==> src/rtl/priority_encoder_stream.sv <==
`default_nettype none
// ============================================================================
// Module      : priority_encoder_stream
// Description : Streaming 8-to-3 priority encoder with one-hot checking.
//               Each accepted word is encoded to the index of its highest set
//               bit, flagged when it is not exactly one-hot (out_err) or all
//               zeros (out_zero), and queued in a 2-entry result FIFO with
//               valid/ready handshakes on both sides. A saturating counter
//               tracks how many erroneous words have been accepted.
// Ports       : clk        - sole clock, rising edge
//               rst_n      - asynchronous assert, active-low reset
//               in_valid   - upstream word valid
//               in_ready   - block can accept a word this cycle
//               in_data    - word to encode (bit 7 highest priority)
//               out_valid  - out_code/out_err/out_zero hold a result
//               out_ready  - downstream accepts the presented result
//               out_code   - index of highest set bit
//               out_err    - word was not exactly one-hot
//               out_zero   - word was all zeros
//               err_count  - saturating count of accepted erroneous words
// Revision    : 1.0 - initial release
// ============================================================================
module priority_encoder_stream #(
    parameter int ERR_CNT_W = 8
) (
    input  logic                 clk,
    input  logic                 rst_n,
    input  logic                 in_valid,
    output logic                 in_ready,
    input  logic [7:0]           in_data,
    output logic                 out_valid,
    input  logic                 out_ready,
    output logic [2:0]           out_code,
    output logic                 out_err,
    output logic                 out_zero,
    output logic [ERR_CNT_W-1:0] err_count
);

    // FIFO occupancy encoding
    localparam logic [1:0] c_ST_EMPTY = 2'd0;
    localparam logic [1:0] c_ST_ONE   = 2'd1;
    localparam logic [1:0] c_ST_FULL  = 2'd2;

    // Result word layout: {code[2:0], err, zero}
    localparam int         c_RES_W    = 5;
    localparam logic [c_RES_W-1:0] c_RES_CLEAR = '0;
    localparam logic [ERR_CNT_W-1:0] c_ERR_MAX = '1;

    logic [1:0]           r_state;
    logic [c_RES_W-1:0]   r_head;     // result currently presented downstream
    logic [c_RES_W-1:0]   r_tail;     // second result, valid only in FULL
    logic [ERR_CNT_W-1:0] r_err_count;

    logic [2:0]           w_code;
    logic                 w_zero;
    logic                 w_onehot;
    logic                 w_err;
    logic [c_RES_W-1:0]   w_result;
    logic                 w_push;
    logic                 w_pop;

    // ------------------------------------------------------------------------
    // Encoder: an ascending scan lets the highest set bit win.
    // ------------------------------------------------------------------------
    always_comb begin
        w_code = 3'd0;
        for (int i = 0; i < 8; i++) begin
            if (in_data[i]) begin
                w_code = 3'(i);
            end
        end
    end

    // Exactly one bit set <=> non-zero and clearing the lowest set bit
    // leaves nothing behind.
    assign w_zero   = (in_data == 8'h00);
    assign w_onehot = !w_zero && ((in_data & (in_data - 8'd1)) == 8'h00);
    assign w_err    = !w_onehot;
    assign w_result = {w_code, w_err, w_zero};

    // ------------------------------------------------------------------------
    // Handshakes. Both ready and valid decode the registered state only, so
    // there is no combinational path from out_ready to in_ready.
    // ------------------------------------------------------------------------
    assign in_ready  = (r_state != c_ST_FULL);
    assign out_valid = (r_state != c_ST_EMPTY);
    assign w_push    = in_valid && in_ready;
    assign w_pop     = out_valid && out_ready;

    // ------------------------------------------------------------------------
    // FIFO state machine and storage. The head register is cleared whenever
    // the FIFO drains so the result outputs read zero while EMPTY.
    // ------------------------------------------------------------------------
    always_ff @(posedge clk or negedge rst_n) begin
        if (!rst_n) begin
            r_state <= c_ST_EMPTY;
            r_head  <= c_RES_CLEAR;
            r_tail  <= c_RES_CLEAR;
        end else begin
            case (r_state)
                c_ST_EMPTY: begin
                    if (w_push) begin
                        r_head  <= w_result;
                        r_state <= c_ST_ONE;
                    end
                end
                c_ST_ONE: begin
                    if (w_push && w_pop) begin
                        r_head <= w_result;
                    end else if (w_push) begin
                        r_tail  <= w_result;
                        r_state <= c_ST_FULL;
                    end else if (w_pop) begin
                        r_head  <= c_RES_CLEAR;
                        r_state <= c_ST_EMPTY;
                    end
                end
                c_ST_FULL: begin
                    // in_ready is low here, so a pop is the only movement.
                    if (w_pop) begin
                        r_head  <= r_tail;
                        r_state <= c_ST_ONE;
                    end
                end
                default: begin
                    r_state <= c_ST_EMPTY;
                    r_head  <= c_RES_CLEAR;
                end
            endcase
        end
    end

    // ------------------------------------------------------------------------
    // Error counter: counts at push time, sticks at all-ones.
    // ------------------------------------------------------------------------
    always_ff @(posedge clk or negedge rst_n) begin
        if (!rst_n) begin
            r_err_count <= '0;
        end else if (w_push && w_err && (r_err_count != c_ERR_MAX)) begin
            r_err_count <= r_err_count + 1'b1;
        end
    end

    assign out_code  = r_head[4:2];
    assign out_err   = r_head[1];
    assign out_zero  = r_head[0];
    assign err_count = r_err_count;

endmodule
`default_nettype wire

==> config.mk <==
export PLATFORM = sky130hd
export DESIGN_NAME = priority_encoder_stream
export DESIGN_NICKNAME = d
export VERILOG_FILES = /design/src/rtl/priority_encoder_stream.sv
export SDC_FILE = /design/constraint.sdc
export NUM_CORES = 1
export LEC_CHECK = 0
export ABC_AREA = 0
export ABC_CLOCK_PERIOD_IN_PS = 2720
export BUFFER_PORTS_ARGS = -buffer_cell sky130_fd_sc_hd__buf_2
export CAP_MARGIN = 20
export CELL_PAD_IN_SITES_DETAIL_PLACEMENT = 0
export CELL_PAD_IN_SITES_GLOBAL_PLACEMENT = 1
export CORE_MARGIN = 4
export CORE_UTILIZATION = 30
export DETAILED_ROUTE_END_ITERATION = 12
export HOLD_SLACK_MARGIN = 0.03
export PLACE_DENSITY_LB_ADDON = 0.1
export SKIP_CTS_REPAIR_TIMING = 1
export SYNTH_ARGS = -nofsm -noshare
export SYNTH_HDL_FRONTEND = slang
export SYNTH_SLANG_ARGS = --single-unit
==> constraint.sdc <==
create_clock -name clk -period 2.72 [get_ports clk]
set_clock_uncertainty 0.05 [all_clocks]
set_input_delay 0.408 -clock clk [delete_from_list [all_inputs] [get_ports clk]]
set_output_delay 0.408 -clock clk [all_outputs]
set_load 0.05 [all_outputs]
* Word-level counts from Yosys, hierarchy flattened
Index checks and enable logic that the tools add are counted.
** Storage, ports and cells
- Register bits :: 20
- Bits of input ports :: 12
- Output and inout bits :: 15
- Logic and storage cells :: 52
** Operators by class
- $add $sub $neg :: 2
- Equal/unequal tests :: 10
- Mux-type cells :: 19
- Bitwise operators :: 2
- Reduce and logical (&&, ||, !) cells :: 15
** Operator list (count)
- $mux 5 :: 5
- $logic_not 8->1 :: 2
- $pmux 5 s3 :: 1
- $mux 2 :: 7
- $mux 3 :: 4
- $ne 3x3->1 const B :: 3
- $add 8x1->8 const B :: 1
- $and 8x8->8 :: 1
- $ne 2x2->1 const B :: 4
- $ne 8x8->1 const B :: 1
- $reduce_and 4->1 :: 2
- $sub 8x1->8 const B :: 1
- $logic_and 1x1->1 :: 6
- $pmux 2 s3 :: 1
- $reduce_and 3->1 :: 1
- $eq 2x1->1 const B :: 1
- $eq 2x2->1 const B :: 1
- $logic_not 1->1 :: 2
- $logic_not 2->1 :: 1
- $reduce_bool 2->1 :: 1
- $mux 1 :: 1
- $not 1->1 :: 1

* Depth between registers and ports, before layout
Gate-level depths: netlist (run 1).
- Depth in word-level cells :: 9
- Depth in mapped cells :: 6
- Gate-level depth less buffers :: 6

* Worst setup path after synthesis (run 1)
OpenSTA, ideal clock, no wires.
- Kind :: register to register
- From :: register r_state[1]
- To :: register r_err_count[6], in the netlist err_count[6]
- Library setup time :: 0.128 ns
- Arrival :: 1.765 ns
- Data required time :: 2.542 ns
- Path slack :: 0.778 ns
- Cell stages (with the launch flop) :: 6
- Path buffers :: 0
- Period minus slack after synthesis :: 1.942 ns
- Cell sequence :: dfrtp_1 > nor2b_1 > inv_1 > nand2_1 > nor4_1 > mux2_1
** Between the ends
- Word-level cells in the longest chain between the ends :: 4
** RTL lines
- start, declared :: RTL line 49 : logic [1:0] r_state;
- start signal, assigned :: RTL line 96 : r_state <= c_ST_EMPTY;
- start signal, assigned :: RTL line 104 : r_state <= c_ST_ONE;
- start signal, assigned :: RTL line 112 : r_state <= c_ST_FULL;
- $ne 2x2->1 :: RTL line 85 : assign in_ready = (r_state != c_ST_FULL);
- via in_ready :: RTL line 29 : output logic in_ready,
- $logic_and 1x1->1 :: RTL line 87 : assign w_push = in_valid && in_ready;
- $logic_and 1x1->1 (2 in series) :: RTL line 139 : end else if (w_push && w_err && (r_err_count != c_ERR_MAX)) begin
- end signal, assigned :: RTL line 140 : r_err_count <= r_err_count + 1'b1;
- end, declared :: RTL line 52 : logic [ERR_CNT_W-1:0] r_err_count;
The timed path passes the listed nets, and every way through them passes these cells.
A chain may end at the register's enable or synchronous reset.

* Final worst setup path (run 1)
- From :: register r_state[1]
- To :: output in_ready
** Between the ends
- Word-level cells in the longest chain between the ends :: 1
** RTL lines (RTL line)
- $ne 2x2->1 :: 85
- end, declared :: 29
No other way between the ends.

==> impl_metrics.tcl, run 1 <==
set metrics [dict create \
    yosys_register_bits 20 \
    pre_cts_slack_ns 0.588 \
    gr-usage-all-layers 0.114 \
    worst_slew_margin_rel 0.681 \
    timing.setup.tns_ns 0 \
    power_leakage_nw 0.586 \
    final-hold-violation-count 0 \
    clk_pin_slew_worst_paths_ns 0.11 \
    insertion_delay_ns 0.29 \
    globalplace.congestion 0.747 \
    cts_made_buffers 3 \
    synth_mux_area_frac 0.0453 \
    finalPower_mw 1.24 \
    tritoncts_clock_tree "yes" \
    finalMaxSlewViolations 0 \
    vias 873 \
    postRouteAntennaNets 0 \
    ctsRootBufferMaster "sky130_fd_sc_hd__clkbuf_4" \
    first_pass_iters 2 \
    design.die.area_sq_mm 0.00461 \
    maxClockFrequency_ghz 0.521 \
    run_status "complete, no violations" \
    die_width_microns 67.9 \
    synth_seq_area_share 0.465 \
    ys_warn_count 0 \
    cell_total_after_placement 178 \
    cp_cell_sequence "nor2b_1, inv_1, buf_2" \
    max-cap-violations 0 \
    placed_cell_areas_sq_mm 0.00126 \
    initial_core_util 0.317 \
    period_share 0.706 \
    post_synth_fa_ha_maj_area_fraction 0.0116 \
    drive_above_1_share 0.274 \
    critical_path_fanouts_max 8 \
    route.detailed.vias_per_inst 4.82 \
    cp_top_family "flip-flops" \
    most_frequent_standard_cell_in_the_layout_excluding_fill_and_tap_cells "sky130_fd_sc_hd__buf_2" \
    layout.cells.most_common_list "sky130_fd_sc_hd__buf_2 (26), sky130_fd_sc_hd__dfrtp_1 (20), sky130_fd_sc_hd__nor2_1 (9), sky130_fd_sc_hd__nand2_1 (8), sky130_fd_sc_hd__a21oi_1 (6)" \
    setup_ws_ns 0.799 \
    finalSetupViolations 0 \
    critical_path_depth 3 \
    worst_path_largest_cell_delay_ns 0.48 \
    fraction_of_the_mapped_netlist_area_in_compound_gates 0.155 \
    worstSetupPathType "flip-flop to primary output" \
    crit_path_end_kind "primary output" \
    postSynthAreaPerCell_sq_um 10.1 \
    io_pins 27 \
    grt_remaining_overflow 0 \
    worst_ir_drop_vdd_uv 465 \
    timing.critical_path.from_type "flip-flop" \
    hold_class "input pin to asynchronous set/reset pin" \
    antenna_violations_before_repair 0 \
    combinational_family_with_the_most_area_after_synthesis "simple AND/OR/NAND/NOR gates" \
    rsz0062_at_grt "false" \
    non_filler_instance_count_after_layout 181 \
    cp.required_ns 2.26 \
    area.growth.synth_to_final_pct 19.2 \
    critPathSlowestCell "sky130_fd_sc_hd__dfrtp_1" \
    synth.cell_area_sq_mm 0.00108 \
    finalNetCount 150 \
    drc 0 \
    fin_area_sq_mm 0.00128 \
    die_h_microns 67.9 \
    grt_pass1_wl_microns 3900 \
    drt_iter0_markers 51 \
    h_tree_levels 1 \
    synth-simple-area-share 0.245 \
    buffer_ports.inserted 26 \
    grt_max_degree 21 \
    place.detailed.hpwl_microns 1850 \
    synth.distinct_cells 37 \
    postRouteWirelength_microns 2410 \
    r2r_cells 5 \
    pwr_density_cell_mw_per_mm2 968 \
    insertedDiodeCount 0 \
    post_synth_xor_area_fraction 0.0570 \
    finalCriticalPeriod_ns 1.92 \
    number_of_sinks_driven_by_the_clock_tree 20 \
    floorplan.core_area_sq_mm 0.00339 \
    drt-wirelength-per-cell_microns 13.3 \
    via_count_of_the_first_global_routing_pass 838 \
    cp_num_buf_inv 2 \
    max-clock-path-buffers 2 \
    core.rowCount 21 \
    critical_path_at_ns 1.46 \
    synth_fp_nets 120 \
    synthesis.instances 107 \
    slew_at_the_pin_with_the_worst_max_slew_slack_ns 0.478 \
]
## logic make-up after synthesis
family / count (synthesis)
buffers and inverters: 6
AND/OR/NAND/NOR: 44
multiplexers: 4
AO/OA/AOI/OAI: 25
adder cells (fa/ha/maj): 1
flip-flops: 20
XOR/XNOR: 7
## synth_stat cells
library cell / n / area share
sky130_fd_sc_hd__dfrtp_1: 20 / 0.47
sky130_fd_sc_hd__nor2_1: 9 / 0.031
sky130_fd_sc_hd__nand2_1: 8 / 0.028
sky130_fd_sc_hd__a21oi_1: 6 / 0.028
sky130_fd_sc_hd__inv_1: 5 / 0.017
sky130_fd_sc_hd__nand3_1: 5 / 0.023
sky130_fd_sc_hd__o21ai_0: 5 / 0.023
sky130_fd_sc_hd__nor3_1: 4 / 0.019
sky130_fd_sc_hd__xor2_1: 4 / 0.033
sky130_fd_sc_hd__a22oi_1: 3 / 0.021
sky130_fd_sc_hd__nor2b_1: 3 / 0.017
sky130_fd_sc_hd__xnor2_1: 3 / 0.024
sky130_fd_sc_hd__a21o_1: 2 / 0.014
sky130_fd_sc_hd__a221o_1: 2 / 0.019
sky130_fd_sc_hd__and2_1: 2 / 0.012
sky130_fd_sc_hd__mux2_1: 2 / 0.021
sky130_fd_sc_hd__nand2b_1: 2 / 0.012
sky130_fd_sc_hd__nor4_1: 2 / 0.012
sky130_fd_sc_hd__o21bai_1: 2 / 0.014
sky130_fd_sc_hd__a211oi_1: 1 / 0.0070
sky130_fd_sc_hd__a2bb2oi_1: 1 / 0.0081
sky130_fd_sc_hd__a32oi_1: 1 / 0.0081
sky130_fd_sc_hd__and2b_2: 1 / 0.0081
sky130_fd_sc_hd__clkbuf_1: 1 / 0.0035
sky130_fd_sc_hd__ha_1: 1 / 0.012
sky130_fd_sc_hd__mux2_2: 1 / 0.010
sky130_fd_sc_hd__mux2_4: 1 / 0.014
sky130_fd_sc_hd__nand4_1: 1 / 0.0058
sky130_fd_sc_hd__nand4b_1: 1 / 0.0081
sky130_fd_sc_hd__nor3_2: 1 / 0.0093
sky130_fd_sc_hd__nor3_4: 1 / 0.015
sky130_fd_sc_hd__nor4_2: 1 / 0.012
sky130_fd_sc_hd__nor4_4: 1 / 0.020
sky130_fd_sc_hd__nor4b_1: 1 / 0.0081
sky130_fd_sc_hd__o22ai_1: 1 / 0.0058
sky130_fd_sc_hd__o31ai_1: 1 / 0.0070
sky130_fd_sc_hd__or2_2: 1 / 0.0058
## metal layers
| metal | vias to the layer above | share of wire | GRT usage |
|---|---|---|---|
| met5 | - | 0 | 0 |
| met4 | 0 | 0.015 | 0.0596 |
| met3 | 2 | 0.040 | 0.00985 |
| met2 | 16 | 0.46 | 0.171 |
| met1 | 413 | 0.49 | 0.163 |
| li1 | 442 | - | - |
## sequential cells by signal, indices dropped and copies added (netlist names)
signal / cells
r_tail: 5
r_state: 2
err_count: 8
r_head: 5
## final timing paths
kind,start,slack [ns],to
max,r_state[1]$_DFFE_PN0P_,0.80,in_ready
min,rst_n,0.002,r_tail[1]$_DFFE_PN0P_
max reg2reg,r_state[1]$_DFFE_PN0P_,0.91,err_count[6]$_DFFE_PN0P_
min reg2reg,r_head[0]$_DFFE_PN0P_,0.44,r_head[0]$_DFFE_PN0P_
max in group asynchronous,rst_n,2.29,err_count[4]$_DFFE_PN0P_
min in group clk,out_ready,0.31,r_state[1]$_DFFE_PN0P_
## where the power goes
part	switching [mW]	total (mW)	internal, mW
Sequential	0.0933	0.487	0.393
Combinational	0.437	0.615	0.178
Clock	0.0885	0.140	0.0515
Total	0.619	1.24	0.623
## cell type report
type,instances,area (sq um)
multi-input combinational,81,553
clock buffer,3,22.5
tap,46,57.6
inverter,5,18.8
sequential,20,500
fill,360,2110
timing repair buffer,26,130
## metrics by stage
step | utilization | hold slack (ns)
final | 0.378 | 0.00244
after global routing | 0.378 | 0.0319
after CTS | 0.378 | 0.0135
after detailed placement | 0.372 | 0.344
after global placement | 0.372 | 0.341
after floorplan | - | 0.0624
Power figures use the tool's default switching activity.
==> run 2, diff against run 1 <==
ABC_CLOCK_PERIOD_IN_PS = 1660   (was 2720)
clock period = 1.66 ns   (was 2.72 ns; I/O delays follow)
==> run 2 against run 1 <==
- setup slack got worse by 0.75 ns
- power increased by 79%
- critical path depth unchanged
- clock-buffer cell count increased by 1
- sequential power increased by 69%
- core utilization increased by 7.0 points
- critical path type unchanged
- highest routed layer unchanged
- via count increased by 9.7%
- die area unchanged
- sequential cell count unchanged
==> impl_metrics.tcl, run 2 (synthesis results as in run 1) <==
set metrics [dict create \
    groute.layer.met2.usage 0.188 \
    worst_slew_margin_rel 0.693 \
    grt_pass1_wl_microns 4200 \
    first_pass_iters 4 \
    largest_register_ffs 8 \
    die_width_microns 67.9 \
    maxClockFrequency_ghz 0.622 \
    critical_path_fanouts_max 5 \
    postRouteAntennaNets 0 \
    vias 958 \
    layout.cells.most_common_list "sky130_fd_sc_hd__buf_2 (25), sky130_fd_sc_hd__dfrtp_1 (15), sky130_fd_sc_hd__buf_4 (13), sky130_fd_sc_hd__nor2_1 (8), sky130_fd_sc_hd__nand2_1 (7)" \
    worst_ir_drop_vdd_uv 521 \
    floorplan.core_area_sq_mm 0.00339 \
    finalSetupViolations 0 \
    tritoncts_clock_tree "yes" \
    grt_max_degree 21 \
    design.die.area_sq_mm 0.00461 \
    drt-wirelength-per-cell_microns 12.3 \
    drive_above_1_share 0.441 \
    finalCriticalPeriod_ns 1.61 \
    io_pins 27 \
    postRouteWirelength_microns 2440 \
    placed_cell_areas_sq_mm 0.00140 \
    fraction_of_power_consumed_by_sequential_logic 0.370 \
    h_tree_levels 1 \
    cts_made_buffers 3 \
    reg2reg_setup_slack_ns 0.10 \
    drt_iter0_markers 36 \
    ctsRootBufferMaster "sky130_fd_sc_hd__clkbuf_4" \
    most_frequent_standard_cell_in_the_layout_excluding_fill_and_tap_cells "sky130_fd_sc_hd__buf_2" \
    route.detailed.vias_per_inst 4.84 \
    worstSetupPathType "flip-flop to primary output" \
    critPathSlowestCell "sky130_fd_sc_hd__dfrtp_1" \
    cp.required_ns 1.36 \
    antenna_violations_before_repair 0 \
    number_of_sinks_driven_by_the_clock_tree 20 \
    run_status "complete, no violations" \
    final-hold-violation-count 0 \
    finalNetCount 166 \
    grt_remaining_overflow 0 \
    fin_area_sq_mm 0.00152 \
    p_clk_frac 0.129 \
    gr-usage-all-layers 0.122 \
    period_share 0.969 \
    power_frac_comb 0.501 \
    max-clock-path-buffers 2 \
    grtUsageMet3 0.0213 \
    initial_core_util 0.317 \
    power_leakage_nw 0.682 \
    core.rowCount 21 \
    setup_ws_ns 0.0519 \
    cp_cell_sequence "buf_6, or2_2, buf_8" \
    critical_path_at_ns 1.31 \
    area.growth.synth_to_final_pct 41.2 \
    clk_pin_slew_worst_paths_ns 0.11 \
    netSwitchingPower_mw 1.06 \
    finalMaxSlewViolations 0 \
    via_count_of_the_first_global_routing_pass 902 \
    insertion_delay_ns 0.30 \
    insertedDiodeCount 0 \
    globalplace.congestion 0.747 \
    timing.critical_path.from_type "flip-flop" \
    pwr_density_cell_mw_per_mm2 1460 \
    pre_cts_slack_ns -0.235 \
    grtUsageMet1 0.172 \
    place.detailed.hpwl_microns 1940 \
    die_h_microns 67.9 \
    worst_path_largest_cell_delay_ns 0.44 \
    drc 0 \
    grt_most_used_layer "met2" \
    power.internal_mw 1.16 \
    max-cap-violations 0 \
    p_sw_frac 0.477 \
    crit_path_end_kind "primary output" \
    buffer_ports.inserted 26 \
    slew_at_the_pin_with_the_worst_max_slew_slack_ns 0.460 \
    hold_class "input pin to flip-flop" \
]
==> run 2: worst paths after layout <==
check / from / to / cells after the start
max: r_state[1]$_DFFE_PN0P_ / out_valid / 3
min: out_ready / r_state[1]$_DFFE_PN0P_ / 2
max reg2reg: err_count[0]$_DFFE_PN0P_ / err_count[1]$_DFFE_PN0P_ / 5
min reg2reg: r_head[2]$_DFFE_PN0P_ / r_head[2]$_DFFE_PN0P_ / 2
max in group asynchronous: rst_n / err_count[3]$_DFFE_PN0P_ / 2
min in group asynchronous: rst_n / r_head[2]$_DFFE_PN0P_ / 2
==> run 2: area by class of cell <==
type                       instances  area [sq um]
inverter                           5          21.3
tap                               46          57.6
multi-input combinational         81           618
sequential                        20           507
clock buffer                       4          36.3
fill                             332          1870
timing repair buffer              42           279
==> run 2: metrics by stage <==
stage	std cells	hold slack (ns)	power (mW)	utilization	TNS, ns
global route	198	0.143	2.39	0.448	-0.0122
detailed placement	191	0.194	1.91	0.414	-1.23
floorplan	107	-0.0966	1.61	-	-0.00654
CTS	195	-0.150	2.21	0.425	-0.0175
global placement	191	0.184	1.91	0.414	-0.801
finish	198	0.137	2.22	0.448	0
==> run 2: worst max-delay path, delay by kind of cell, from the launching register on <==
family | cells | cell delay, ns
AND/OR/NAND/NOR | 1 | 0.28
flip-flops | 1 | 0.44
buffers and inverters | 2 | 0.29
==> run 2: per-layer routing <==
metal	wire, microns	vias up
met2	1160	18
met3	111	2
met5	0	-
met1	1150	457
met4	17	0
li1	-	481
==> run 2: power groups by stage <==
stage	clock network [mW]	registers (mW)	logic (mW)
after floorplan	0	1.23	0.387
after global placement	0	0.825	1.08
after detailed placement	0	0.831	1.08
after CTS	0.308	0.821	1.08
after global routing	0.327	0.856	1.20
final	0.286	0.821	1.11
==> run 3, diff against run 2 <==
GPL_TIMING_DRIVEN = 0   (was not set)
MAX_ROUTING_LAYER = met4   (was not set)
PLACE_DENSITY = 0.74   (was not set)
PLACE_DENSITY_LB_ADDON = not set   (was 0.1)
==> run 3 against run 2 <==
- via count fell by 5.4%
- sequential share of layout area rose by 1.5 points
- sequential cell count is the same
- clock-buffer cell count down 1
- non-clock buffer count shrank 9
- die area did not move
- setup slack better by 0.025 ns
- critical path type is now input pin to flip-flop
- critical endpoint is now err_count[1]$_DFFE_PN0P_
==> impl_metrics.tcl, run 3 (synthesis results as in run 1) <==
set metrics [dict create \
    floorplan.core_area_sq_mm 0.00339 \
    grt_max_degree 21 \
    worst_slew_margin_rel 0.699 \
    critical_path_fanouts_max 6 \
    netSwitchingPower_mw 1.07 \
    critical_path_at_ns 1.73 \
    worstSetupPathType "input pin to flip-flop" \
    power.internal_mw 1.24 \
    number_of_sinks_driven_by_the_clock_tree 20 \
    worst_path_most_repeated_cell "sky130_fd_sc_hd__nor3_4" \
    cp.required_ns 1.81 \
    insertion_delay_ns 0.30 \
    cp_num_buf_inv 2 \
    cp_cell_sequence "buf_2, nor4_4, xnor2_2, nor3_4, buf_4, nor3_4, mux2_4" \
    run_status "complete, no violations" \
    die_width_microns 67.9 \
    p_clk_frac 0.171 \
    finalNetCount 157 \
    gr-usage-all-layers 0.111 \
    layout.filler_cells 342 \
    final_core_util 0.432 \
    grt_remaining_overflow 0 \
    fraction_of_power_consumed_by_sequential_logic 0.361 \
    finalCriticalPeriod_ns 1.58 \
    cts_made_buffers 3 \
    power_leakage_nw 0.638 \
    route.detailed.vias_per_inst 4.79 \
    grt_pass1_wl_microns 3740 \
    largest_register_ffs 8 \
    clk_pin_slew_worst_paths_ns 0.12 \
    p_sw_frac 0.463 \
    critPathSlowestCell "sky130_fd_sc_hd__nor4_4" \
    h_tree_levels 1 \
    drt-wirelength-per-cell_microns 13.0 \
    period_share 0.953 \
    globalplace.congestion 0.790 \
    drc 0 \
    core.rowCount 21 \
    timing.setup.tns_ns 0 \
    grtUsageMet1 0.137 \
    pwr_density_cell_mw_per_mm2 1580 \
    insertedDiodeCount 0 \
    worst_path_largest_cell_delay_ns 0.38 \
    die_h_microns 67.9 \
    grt_most_used_layer "met2" \
    pre_cts_slack_ns -0.339 \
    drive_above_1_share 0.434 \
    layout.cells.most_common_list "sky130_fd_sc_hd__buf_2 (26), sky130_fd_sc_hd__dfrtp_1 (13), sky130_fd_sc_hd__nor2_1 (8), sky130_fd_sc_hd__nand2_1 (7), sky130_fd_sc_hd__dfrtp_2 (7)" \
    via_count_of_the_first_global_routing_pass 833 \
    place.detailed.hpwl_microns 1760 \
    most_frequent_standard_cell_in_the_layout_excluding_fill_and_tap_cells "sky130_fd_sc_hd__buf_2" \
    postRouteAntennaNets 0 \
    postRouteWirelength_microns 2450 \
    finalMaxSlewViolations 0 \
    vias 906 \
    power_frac_comb 0.467 \
    tritoncts_clock_tree "yes" \
    cell_total_after_placement 179 \
    final-hold-violation-count 0 \
    maxClockFrequency_ghz 0.632 \
    finalSetupViolations 0 \
    area.growth.synth_to_final_pct 35.9 \
    timing.critical_path.from_type "input pin" \
    antenna_violations_before_repair 0 \
    grtUsageMet3 0.0131 \
    max-clock-path-buffers 2 \
    ctsRootBufferMaster "sky130_fd_sc_hd__clkbuf_4" \
    max-cap-violations 0 \
    cp_top_family "simple AND/OR/NAND/NOR gates" \
    io_pins 27 \
    slew_at_the_pin_with_the_worst_max_slew_slack_ns 0.451 \
    setup_ws_ns 0.0773 \
    buffer_ports.inserted 26 \
    worst_ir_drop_vdd_uv 302 \
    first_pass_iters 4 \
    groute.layer.met2.usage 0.176 \
    fin_area_sq_mm 0.00146 \
    hold_class "input pin to flip-flop" \
    placed_cell_areas_sq_mm 0.00131 \
    drt_iter0_markers 36 \
    crit_path_end_kind "flip-flop" \
    initial_core_util 0.317 \
    non_filler_instance_count_after_layout 189 \
    design.die.area_sq_mm 0.00461 \
]
-- run 3: cell types whose count changed in the layout (fill, tap and decap cells not counted), moves of 2 or more --
cell and delta:
sky130_fd_sc_hd__dfrtp_1 -2, sky130_fd_sc_hd__buf_4 -7, sky130_fd_sc_hd__nor4_2 -2, sky130_fd_sc_hd__dfrtp_2 +2
-- run 3: routing by layer --
metal / up-vias / part of all wire
met1: 432 / 0.44
met2: 16 / 0.52
met4: 0 / 0
met5: - / 0
met3: 0 / 0.035
li1: 458 / -
-- run 3: worst paths after layout --
| kind | start | to | slack (ns) | cells after the start |
|---|---|---|---|---|
| worst max register to register | err_count[0]$_DFFE_PN0P_ | err_count[1]$_DFFE_PN0P_ | 0.12 | 5 |
| worst min-delay path | out_ready | r_state[1]$_DFFE_PN0P_ | 0.14 | 2 |
| min in group asynchronous | rst_n | r_head[2]$_DFFE_PN0P_ | 0.36 | 2 |
| worst min register to register | r_head[2]$_DFFE_PN0P_ | r_head[2]$_DFFE_PN0P_ | 0.44 | 2 |
| max in group asynchronous | rst_n | r_state[1]$_DFFE_PN0P_ | 0.85 | 2 |
| worst max-delay path | in_data[6] | err_count[1]$_DFFE_PN0P_ | 0.08 | 7 |
-- run 3: layout make-up --
cell class / instances / area [sq um] / share of cell area
Inverter: 5 / 21.3 / 0.0145
Sequential cell: 20 / 509 / 0.348
Timing Repair Buffer: 33 / 185 / 0.127
Multi-Input combinational cell: 81 / 637 / 0.435
Clock inverter: 1 / 30.0 / 0.0205
Tap cell: 46 / 57.6 / 0.0393
Clock buffer: 3 / 22.5 / 0.0154
-- run 3: per-stage QoR --
step / total power, mW / hold slack [ns]
2_1_floorplan: 1.61 / -0.0966
5_1_grt: 2.43 / 0.164
6_report: 2.31 / 0.143
3_5_place_dp: 1.88 / 0.173
4_1_cts: 2.29 / -0.172
3_3_place_gp: 1.86 / 0.173
-- run 3: power by group through the flow --
stage          combinational (mW)  sequential, mW  clock (mW)
6_report                     1.08           0.834       0.395
2_1_floorplan               0.387            1.23           0
5_1_grt                      1.15           0.854       0.424
3_5_place_dp                 1.05           0.832           0
3_3_place_gp                 1.03           0.825           0
4_1_cts                      1.05           0.825       0.408
